## src/rtl/uart_pkg.sv

```systemverilog
// rtl/uart_pkg.sv - shared state encoding and register map for the UART channel
package uart_pkg;

    typedef enum logic [1:0] {
        IDLE  = 2'd0,
        START = 2'd1,
        DATA  = 2'd2,
        STOP  = 2'd3
    } uart_state_t;

    localparam logic [1:0] OFF_CTRL = 2'b00;
    localparam logic [1:0] OFF_TX   = 2'b10;
    localparam logic [1:0] OFF_RX   = 2'b11;

    localparam int CTRL_SEND   = 0;
    localparam int CTRL_NEW_RX = 1;

endpackage

```

## src/rtl/uart_nucleo.sv

```systemverilog
// rtl/uart_nucleo.sv - 8N1 serial engine: baud counters, TX/RX FSMs, input synchronizer
module uart_nucleo
    import uart_pkg::*;
#(
    parameter int CLKS_PER_BIT = 868
) (
    input  logic       clk_i,
    input  logic       rst_n_i,
    input  logic       i_tx_start,
    input  logic [7:0] i_tx_byte,
    output logic       o_tx_done,
    output logic       o_rx_valid,
    output logic [7:0] o_rx_byte,
    input  logic       rx_i,
    output logic       tx_o
);

    localparam int CW = (CLKS_PER_BIT > 1) ? $clog2(CLKS_PER_BIT) : 1;
    localparam logic [CW-1:0] BIT_LAST  = CW'(CLKS_PER_BIT - 1);
    localparam logic [CW-1:0] HALF_LAST = CW'(CLKS_PER_BIT / 2 - 1);
    localparam logic [CW-1:0] CNT_ONE   = CW'(1);

    // Transmit path registers and next-state values
    uart_state_t   r_tx_state, w_tx_state_nx;
    logic [CW-1:0] r_tx_cnt,   w_tx_cnt_nx;
    logic [7:0]    r_tx_shift, w_tx_shift_nx;
    logic [2:0]    r_tx_bit,   w_tx_bit_nx;
    logic          r_tx_o,     w_tx_line_nx;
    logic          w_tx_done;

    // Receive path registers and next-state values
    logic          r_sync1, r_sync2;
    uart_state_t   r_rx_state, w_rx_state_nx;
    logic [CW-1:0] r_rx_cnt,   w_rx_cnt_nx;
    logic [7:0]    r_rx_shift, w_rx_shift_nx;
    logic [2:0]    r_rx_bit,   w_rx_bit_nx;
    logic          w_rx_valid;

    // TX state register; the line is registered so tx_o never glitches
    always_ff @(posedge clk_i) begin
        if (!rst_n_i) begin
            r_tx_state <= IDLE;
            r_tx_cnt   <= '0;
            r_tx_shift <= '0;
            r_tx_bit   <= '0;
            r_tx_o     <= 1'b1;
        end else begin
            r_tx_state <= w_tx_state_nx;
            r_tx_cnt   <= w_tx_cnt_nx;
            r_tx_shift <= w_tx_shift_nx;
            r_tx_bit   <= w_tx_bit_nx;
            r_tx_o     <= w_tx_line_nx;
        end
    end

    // TX next state: byte is captured on start so later register writes cannot disturb it
    always_comb begin
        w_tx_state_nx = r_tx_state;
        w_tx_cnt_nx   = r_tx_cnt;
        w_tx_shift_nx = r_tx_shift;
        w_tx_bit_nx   = r_tx_bit;
        w_tx_done     = 1'b0;
        case (r_tx_state)
            IDLE: begin
                if (i_tx_start) begin
                    w_tx_shift_nx = i_tx_byte;
                    w_tx_cnt_nx   = '0;
                    w_tx_state_nx = START;
                end
            end
            START: begin
                if (r_tx_cnt == BIT_LAST) begin
                    w_tx_cnt_nx   = '0;
                    w_tx_bit_nx   = '0;
                    w_tx_state_nx = DATA;
                end else begin
                    w_tx_cnt_nx = r_tx_cnt + CNT_ONE;
                end
            end
            DATA: begin
                if (r_tx_cnt == BIT_LAST) begin
                    w_tx_cnt_nx   = '0;
                    w_tx_shift_nx = {1'b0, r_tx_shift[7:1]};
                    if (r_tx_bit == 3'd7) begin
                        w_tx_state_nx = STOP;
                    end else begin
                        w_tx_bit_nx = r_tx_bit + 3'd1;
                    end
                end else begin
                    w_tx_cnt_nx = r_tx_cnt + CNT_ONE;
                end
            end
            STOP: begin
                if (r_tx_cnt == BIT_LAST) begin
                    w_tx_cnt_nx   = '0;
                    w_tx_done     = 1'b1;
                    w_tx_state_nx = IDLE;
                end else begin
                    w_tx_cnt_nx = r_tx_cnt + CNT_ONE;
                end
            end
            default: w_tx_state_nx = IDLE;
        endcase
        case (w_tx_state_nx)
            START:   w_tx_line_nx = 1'b0;
            DATA:    w_tx_line_nx = w_tx_shift_nx[0];
            default: w_tx_line_nx = 1'b1;
        endcase
    end

    // RX synchronizer and state register; idle line level is 1
    always_ff @(posedge clk_i) begin
        if (!rst_n_i) begin
            r_sync1    <= 1'b1;
            r_sync2    <= 1'b1;
            r_rx_state <= IDLE;
            r_rx_cnt   <= '0;
            r_rx_shift <= '0;
            r_rx_bit   <= '0;
        end else begin
            r_sync1    <= rx_i;
            r_sync2    <= r_sync1;
            r_rx_state <= w_rx_state_nx;
            r_rx_cnt   <= w_rx_cnt_nx;
            r_rx_shift <= w_rx_shift_nx;
            r_rx_bit   <= w_rx_bit_nx;
        end
    end

    // RX next state: half-bit start check, then mid-bit sampling of data and stop
    always_comb begin
        w_rx_state_nx = r_rx_state;
        w_rx_cnt_nx   = r_rx_cnt;
        w_rx_shift_nx = r_rx_shift;
        w_rx_bit_nx   = r_rx_bit;
        w_rx_valid    = 1'b0;
        case (r_rx_state)
            IDLE: begin
                if (!r_sync2) begin
                    w_rx_cnt_nx   = '0;
                    w_rx_state_nx = START;
                end
            end
            START: begin
                if (r_rx_cnt == HALF_LAST) begin
                    w_rx_cnt_nx   = '0;
                    w_rx_bit_nx   = '0;
                    w_rx_state_nx = r_sync2 ? IDLE : DATA;
                end else begin
                    w_rx_cnt_nx = r_rx_cnt + CNT_ONE;
                end
            end
            DATA: begin
                if (r_rx_cnt == BIT_LAST) begin
                    w_rx_cnt_nx   = '0;
                    w_rx_shift_nx = {r_sync2, r_rx_shift[7:1]};
                    if (r_rx_bit == 3'd7) begin
                        w_rx_state_nx = STOP;
                    end else begin
                        w_rx_bit_nx = r_rx_bit + 3'd1;
                    end
                end else begin
                    w_rx_cnt_nx = r_rx_cnt + CNT_ONE;
                end
            end
            STOP: begin
                if (r_rx_cnt == BIT_LAST) begin
                    w_rx_cnt_nx   = '0;
                    w_rx_valid    = r_sync2;
                    w_rx_state_nx = IDLE;
                end else begin
                    w_rx_cnt_nx = r_rx_cnt + CNT_ONE;
                end
            end
            default: w_rx_state_nx = IDLE;
        endcase
    end

    assign tx_o       = r_tx_o;
    assign o_tx_done  = w_tx_done;
    assign o_rx_valid = w_rx_valid;
    assign o_rx_byte  = r_rx_shift;

endmodule

```

## src/rtl/interfaz_uart.sv

```systemverilog
// rtl/interfaz_uart.sv - memory-mapped UART channel: register bank, priority logic, read mux
module interfaz_uart
    import uart_pkg::*;
#(
    parameter int CLKS_PER_BIT = 868,
    parameter int DATA_W       = 32
) (
    input  logic              clk_i,
    input  logic              rst_n_i,
    input  logic              we_i,
    input  logic [3:0]        addr_i,
    input  logic [DATA_W-1:0] data_i,
    output logic [DATA_W-1:0] data_o,
    input  logic              rx_i,
    output logic              tx_o
);

    logic       r_send, r_new_rx;
    logic [7:0] r_tx_reg, r_rx_reg;

    logic [1:0] w_sel;
    logic       w_wr_ctrl, w_wr_tx;
    logic       w_tx_done, w_rx_valid;
    logic [7:0] w_rx_byte;
    logic       w_unused;

    assign w_sel     = addr_i[3:2];
    assign w_wr_ctrl = we_i && (w_sel == OFF_CTRL);
    assign w_wr_tx   = we_i && (w_sel == OFF_TX);
    assign w_unused  = ^{addr_i[1:0], data_i[DATA_W-1:8]};

    uart_nucleo #(
        .CLKS_PER_BIT(CLKS_PER_BIT)
    ) u_nucleo (
        .clk_i      (clk_i),
        .rst_n_i    (rst_n_i),
        .i_tx_start (r_send),
        .i_tx_byte  (r_tx_reg),
        .o_tx_done  (w_tx_done),
        .o_rx_valid (w_rx_valid),
        .o_rx_byte  (w_rx_byte),
        .rx_i       (rx_i),
        .tx_o       (tx_o)
    );

    // Register bank; engine events take precedence over a same-cycle CPU write
    always_ff @(posedge clk_i) begin
        if (!rst_n_i) begin
            r_send   <= 1'b0;
            r_new_rx <= 1'b0;
            r_tx_reg <= '0;
            r_rx_reg <= '0;
        end else begin
            if (w_tx_done) begin
                r_send <= 1'b0;
            end else if (w_wr_ctrl) begin
                r_send <= data_i[CTRL_SEND];
            end
            if (w_rx_valid) begin
                r_new_rx <= 1'b1;
            end else if (w_wr_ctrl) begin
                r_new_rx <= data_i[CTRL_NEW_RX];
            end
            if (w_wr_tx) begin
                r_tx_reg <= data_i[7:0];
            end
            if (w_rx_valid) begin
                r_rx_reg <= w_rx_byte;
            end
        end
    end

    // Read mux, purely combinational on the offset
    always_comb begin
        data_o = '0;
        case (w_sel)
            OFF_CTRL: begin
                data_o[CTRL_SEND]   = r_send;
                data_o[CTRL_NEW_RX] = r_new_rx;
            end
            OFF_TX:  data_o[7:0] = r_tx_reg;
            OFF_RX:  data_o[7:0] = r_rx_reg;
            default: data_o = '0;
        endcase
    end

endmodule
```

## config.mk

```make
export PLATFORM = sky130hd
export DESIGN_NAME = interfaz_uart
export DESIGN_NICKNAME = d
export VERILOG_FILES = /design/src/rtl/uart_pkg.sv /design/src/rtl/uart_nucleo.sv /design/src/rtl/interfaz_uart.sv
export SDC_FILE = /design/constraint.sdc
export NUM_CORES = 1
export LEC_CHECK = 0
export BUFFER_PORTS_ARGS = -buffer_cell sky130_fd_sc_hd__buf_2
export CORE_MARGIN = 3
export CORE_UTILIZATION = 40
export DETAILED_ROUTE_END_ITERATION = 10
export HOLD_SLACK_MARGIN = 0.12
export PLACE_DENSITY = 0.68
export SLEW_MARGIN = 20
export SYNTH_ARGS = -nofsm -noshare
export SYNTH_HDL_FRONTEND = slang
export SYNTH_SLANG_ARGS = --single-unit
```

## constraint.sdc

```tcl
create_clock -name clk_i -period 4.3 [get_ports clk_i]
set_input_delay 0 -clock clk_i [delete_from_list [all_inputs] [get_ports clk_i]]
set_output_delay 0 -clock clk_i [all_outputs]
set_load 0.02 [all_outputs]
```

==> reports/metrics.yaml <==
clock_tree:
  clk_pin_slew_worst_paths_ns: 0.08
  htreeDepth: 3
  cts_root_buf: "clkbuf_8"
  cts_sinks: 67
  post-cts-setup-buffers: 0
  numCtsBuffers: 9
  clk_path_buf_depth: 2
  cts_resized: 0
  insertion_delay_ns: 0.35
  cts_tree: "done"
sta:
  fin_tns_setup_ns: 0
  rsz0062_at_grt: "false"
  setup_viol: 0
  timing.final.ws_setup_ns: 2.06
  period_needed_ns: 2.24
  slew_headroom_pct: 45.8
  drv_slew: 0
  final-hold-violation-count: 0
  worst_slew_pin_slew_ns: 0.808
  final.setup_skew_ns: 0.00629
  fmax_ghz: 0.447
  fin_crit_sh_pct: 52.0
global_route:
  grt_pass1_vias: 2548
  grt_pass1_wl_mm: 11.5
  grt_max_degree: 30
  gr-usage-met1_pct: 18.7
  met2_usage_pct: 22.8
  grt_most_used_layer: "met2"
  grtUsageTotal_pct: 14.5
  met3_usage_pct: 4.00
  grt_overflow: 0
  antenna_found_initial: 0
critical_path:
  max_stage_delay_ns: 0.58
  crit_slowest_cell: "and4_1"
  worst-endpoint-arrival_ns: 2.45
  worst-path-max-fanout: 9
  rrSetupSlack_ns: 2.06
  crit_chain: "or3b_1 > nor3_1 > and4_1 > mux2i_1 > nor2_1"
  cp-start-kind: "flip-flop"
  path_class: "reg2reg"
  end_kind: "flip-flop"
  crit_required_ns: 4.51
yosys:
  synthCells: 387
  yosysUniqueCellTypes: 57
  ys_async_sr_fraction_pct: 0
  avgSynthCellArea_um2: 8.76
  ys_ff_latch: 67
  synth_edf_count: 0
  synth_warnings: 0
  synth_seq_area_share_pct: 39.6
  syn-cell-area_mm2: 0.00339
  ys.flop_type: "dfxtp_1"
flow_run:
  drv_cap: 0
placed_design:
  pre_cts_ws_ns: 2.10
  place_congestion: 0.863
  numPortBuffers: 22
  dp_hpwl_mm: 4.58
  dp_cells: 492
die:
  die_area_mm2: 0.00962
  die_width_um: 98.1
  die_h_um: 98.1
  core_area_mm2: 0.00797
  ios: 73
  rows: 32
  initial_core_util_pct: 42.6
finish:
  area_delta_synth_final_pct: 11.7
  diodes: 0
  fillCellCount: 757
  top_regs: "u_nucleo.r_rx_cnt (10), u_nucleo.r_tx_cnt (10)"
  drive_above_1_share_pct: 12.7
  nNetsFinal: 460
  finalNonFillerCells: 520
drt:
  wl_mm: 6.62
  drtIter0Drc: 169
  wl_per_cell_um: 12.7
  drt_pass1_iterations: 4
  drcViolationCount: 0
  vias: 2657
  detail-route-antenna-nets: 0
  via_per_inst: 5.11
power:
  p_leak_nw: 1.50
  p_total_w: 0.00127
  ir_worst_vdd_mv: 0.173
  power.density_mw_per_mm2: 336
worst_hold_path:
  hold_class: "in2reg"
outcome:
  status: "complete, no violations"
==> report_power, final <==
| part | total [W] | internal, W | leakage (nW) | switching, W |
|---|---|---|---|---|
| clock network | 0.000552 | 0.000279 | 0.103 | 0.000273 |
| registers | 0.000633 | 0.000627 | 0.541 | 0.00000663 |
| logic | 0.0000856 | 0.0000294 | 0.860 | 0.0000562 |
| total | 0.00127 | 0.000935 | 1.50 | 0.000336 |
==> cells by family (layout without fill, tap and decap cells) <==
logic type / count (synthesis) / after routing / share of synthesized area, %
multiplexers: 35 / 35 / 10.4
adder cells (fa/ha/maj): 7 / 7 / 2.58
XOR/XNOR: 2 / 2 / 0.517
AND/OR/NAND/NOR: 153 / 153 / 23.2
buffers and inverters: 51 / 59 / 8.67
AO/OA/AOI/OAI: 71 / 71 / 14.9
other: 1 / 24 / 0.111
flip-flops: 67 / 67 / 39.6
==> per-stage QoR <==
stage	cell area (um2)	util, %	hold slack, ns
after global routing	3790	47.5	0.280
final	3790	47.5	0.261
after CTS	3790	47.5	0.232
after floorplan	3480	-	0.0730
after detailed placement	3460	43.4	0.184
after global placement	3460	43.4	0.188
==> cell type report <==
cell class                      count  area [um2]  area share (%)
Tap cell                          102         128            3.37
Timing Repair Buffer               35         238            6.28
Multi-Input combinational cell    292        1840            48.6
Clock inverter                      7        83.8            2.21
Inverter                            8        30.0           0.793
Clock buffer                        9         124            3.27
Sequential cell                    67        1340            35.4
==> layout by cell type, fill, tap and decap left out, types with 3 or more instances in the layout <==
cell type,Yosys,layout
a211o_1,3,3
a211oi_1,6,6
a21o_1,6,6
a21oi_1,17,17
a22oi_1,7,7
a311oi_1,4,4
and2_1,3,3
and3_1,5,5
buf_2,1,22
clkbuf_8,0,9
conb_1,1,24
dfxtp_1,67,67
dlygate4sd3_1,0,12
ha_1,7,7
inv_1,7,7
inv_6,0,3
mux2i_1,33,33
nand2_1,25,25
nand2b_1,5,5
nand3_1,10,10
nand3b_1,3,3
nor2_1,58,58
nor2b_1,9,9
nor3_1,8,8
nor3b_1,5,5
nor4_1,4,4
o21a_1,3,3
o21ai_0,8,8
or3_1,7,7
==> layer usage <==
layer	vias to the layer above	wire length [um]	part of all wire, %
li1	1369	-	-
met1	1233	3190	48
met2	49	3050	46
met3	6	291	4.4
met4	0	88	1.3
met5	-	0	0
==> synth_stat cells (3+ instances only) <==
library cell | number | share of area [%]
ha_1 | 7 | 2.6
and2_1 | 3 | 0.55
or3_1 | 7 | 1.3
nor2_1 | 58 | 6.4
a211oi_1 | 6 | 1.3
a21oi_1 | 17 | 2.5
a311oi_1 | 4 | 1.0
a21o_1 | 6 | 1.3
a22oi_1 | 7 | 1.5
inv_1 | 7 | 0.78
nand3_1 | 10 | 1.5
o21ai_0 | 8 | 1.2
nor3_1 | 8 | 1.2
nand3b_1 | 3 | 0.66
nor2b_1 | 9 | 1.7
and3_1 | 5 | 0.92
dfxtp_1 | 67 | 40
nor4_1 | 4 | 0.74
nand2_1 | 25 | 2.8
a211o_1 | 3 | 0.78
clkbuf_1 | 16 | 1.8
mux2i_1 | 33 | 9.7
nand2b_1 | 5 | 0.92
buf_4 | 25 | 5.5
o21a_1 | 3 | 0.66
nor3b_1 | 5 | 1.1
==> critical path: cells and delay by family, from the launching register on <==
kind	cells	cell delay, ns
DFF	1	0.42
muxes	1	0.26
and+or+nand+nor	4	1.43
==> path summary, 6_finish.rpt <==
kind	to	from	cells past startpoint
worst max register to register	r_rx_reg[6]$_SDFFE_PN0P_	u_nucleo.r_rx_cnt[5]$_SDFFE_PN0N_	5
worst min register to register	u_nucleo.r_sync2$_SDFF_PN1_	u_nucleo.r_sync1$_SDFF_PN1_	1
worst max-delay path	r_rx_reg[6]$_SDFFE_PN0P_	u_nucleo.r_rx_cnt[5]$_SDFFE_PN0N_	5
worst min-delay path	r_new_rx$_SDFFE_PN0P_	addr_i[3]	5
==> timing repair <==
item | in CTS | in global routing
endpoints found under the setup margin | 0 | 0
hold buffers | 12 | 0
hold endpoints to repair | 19 | 0
(Power assumes the default switching activity.)
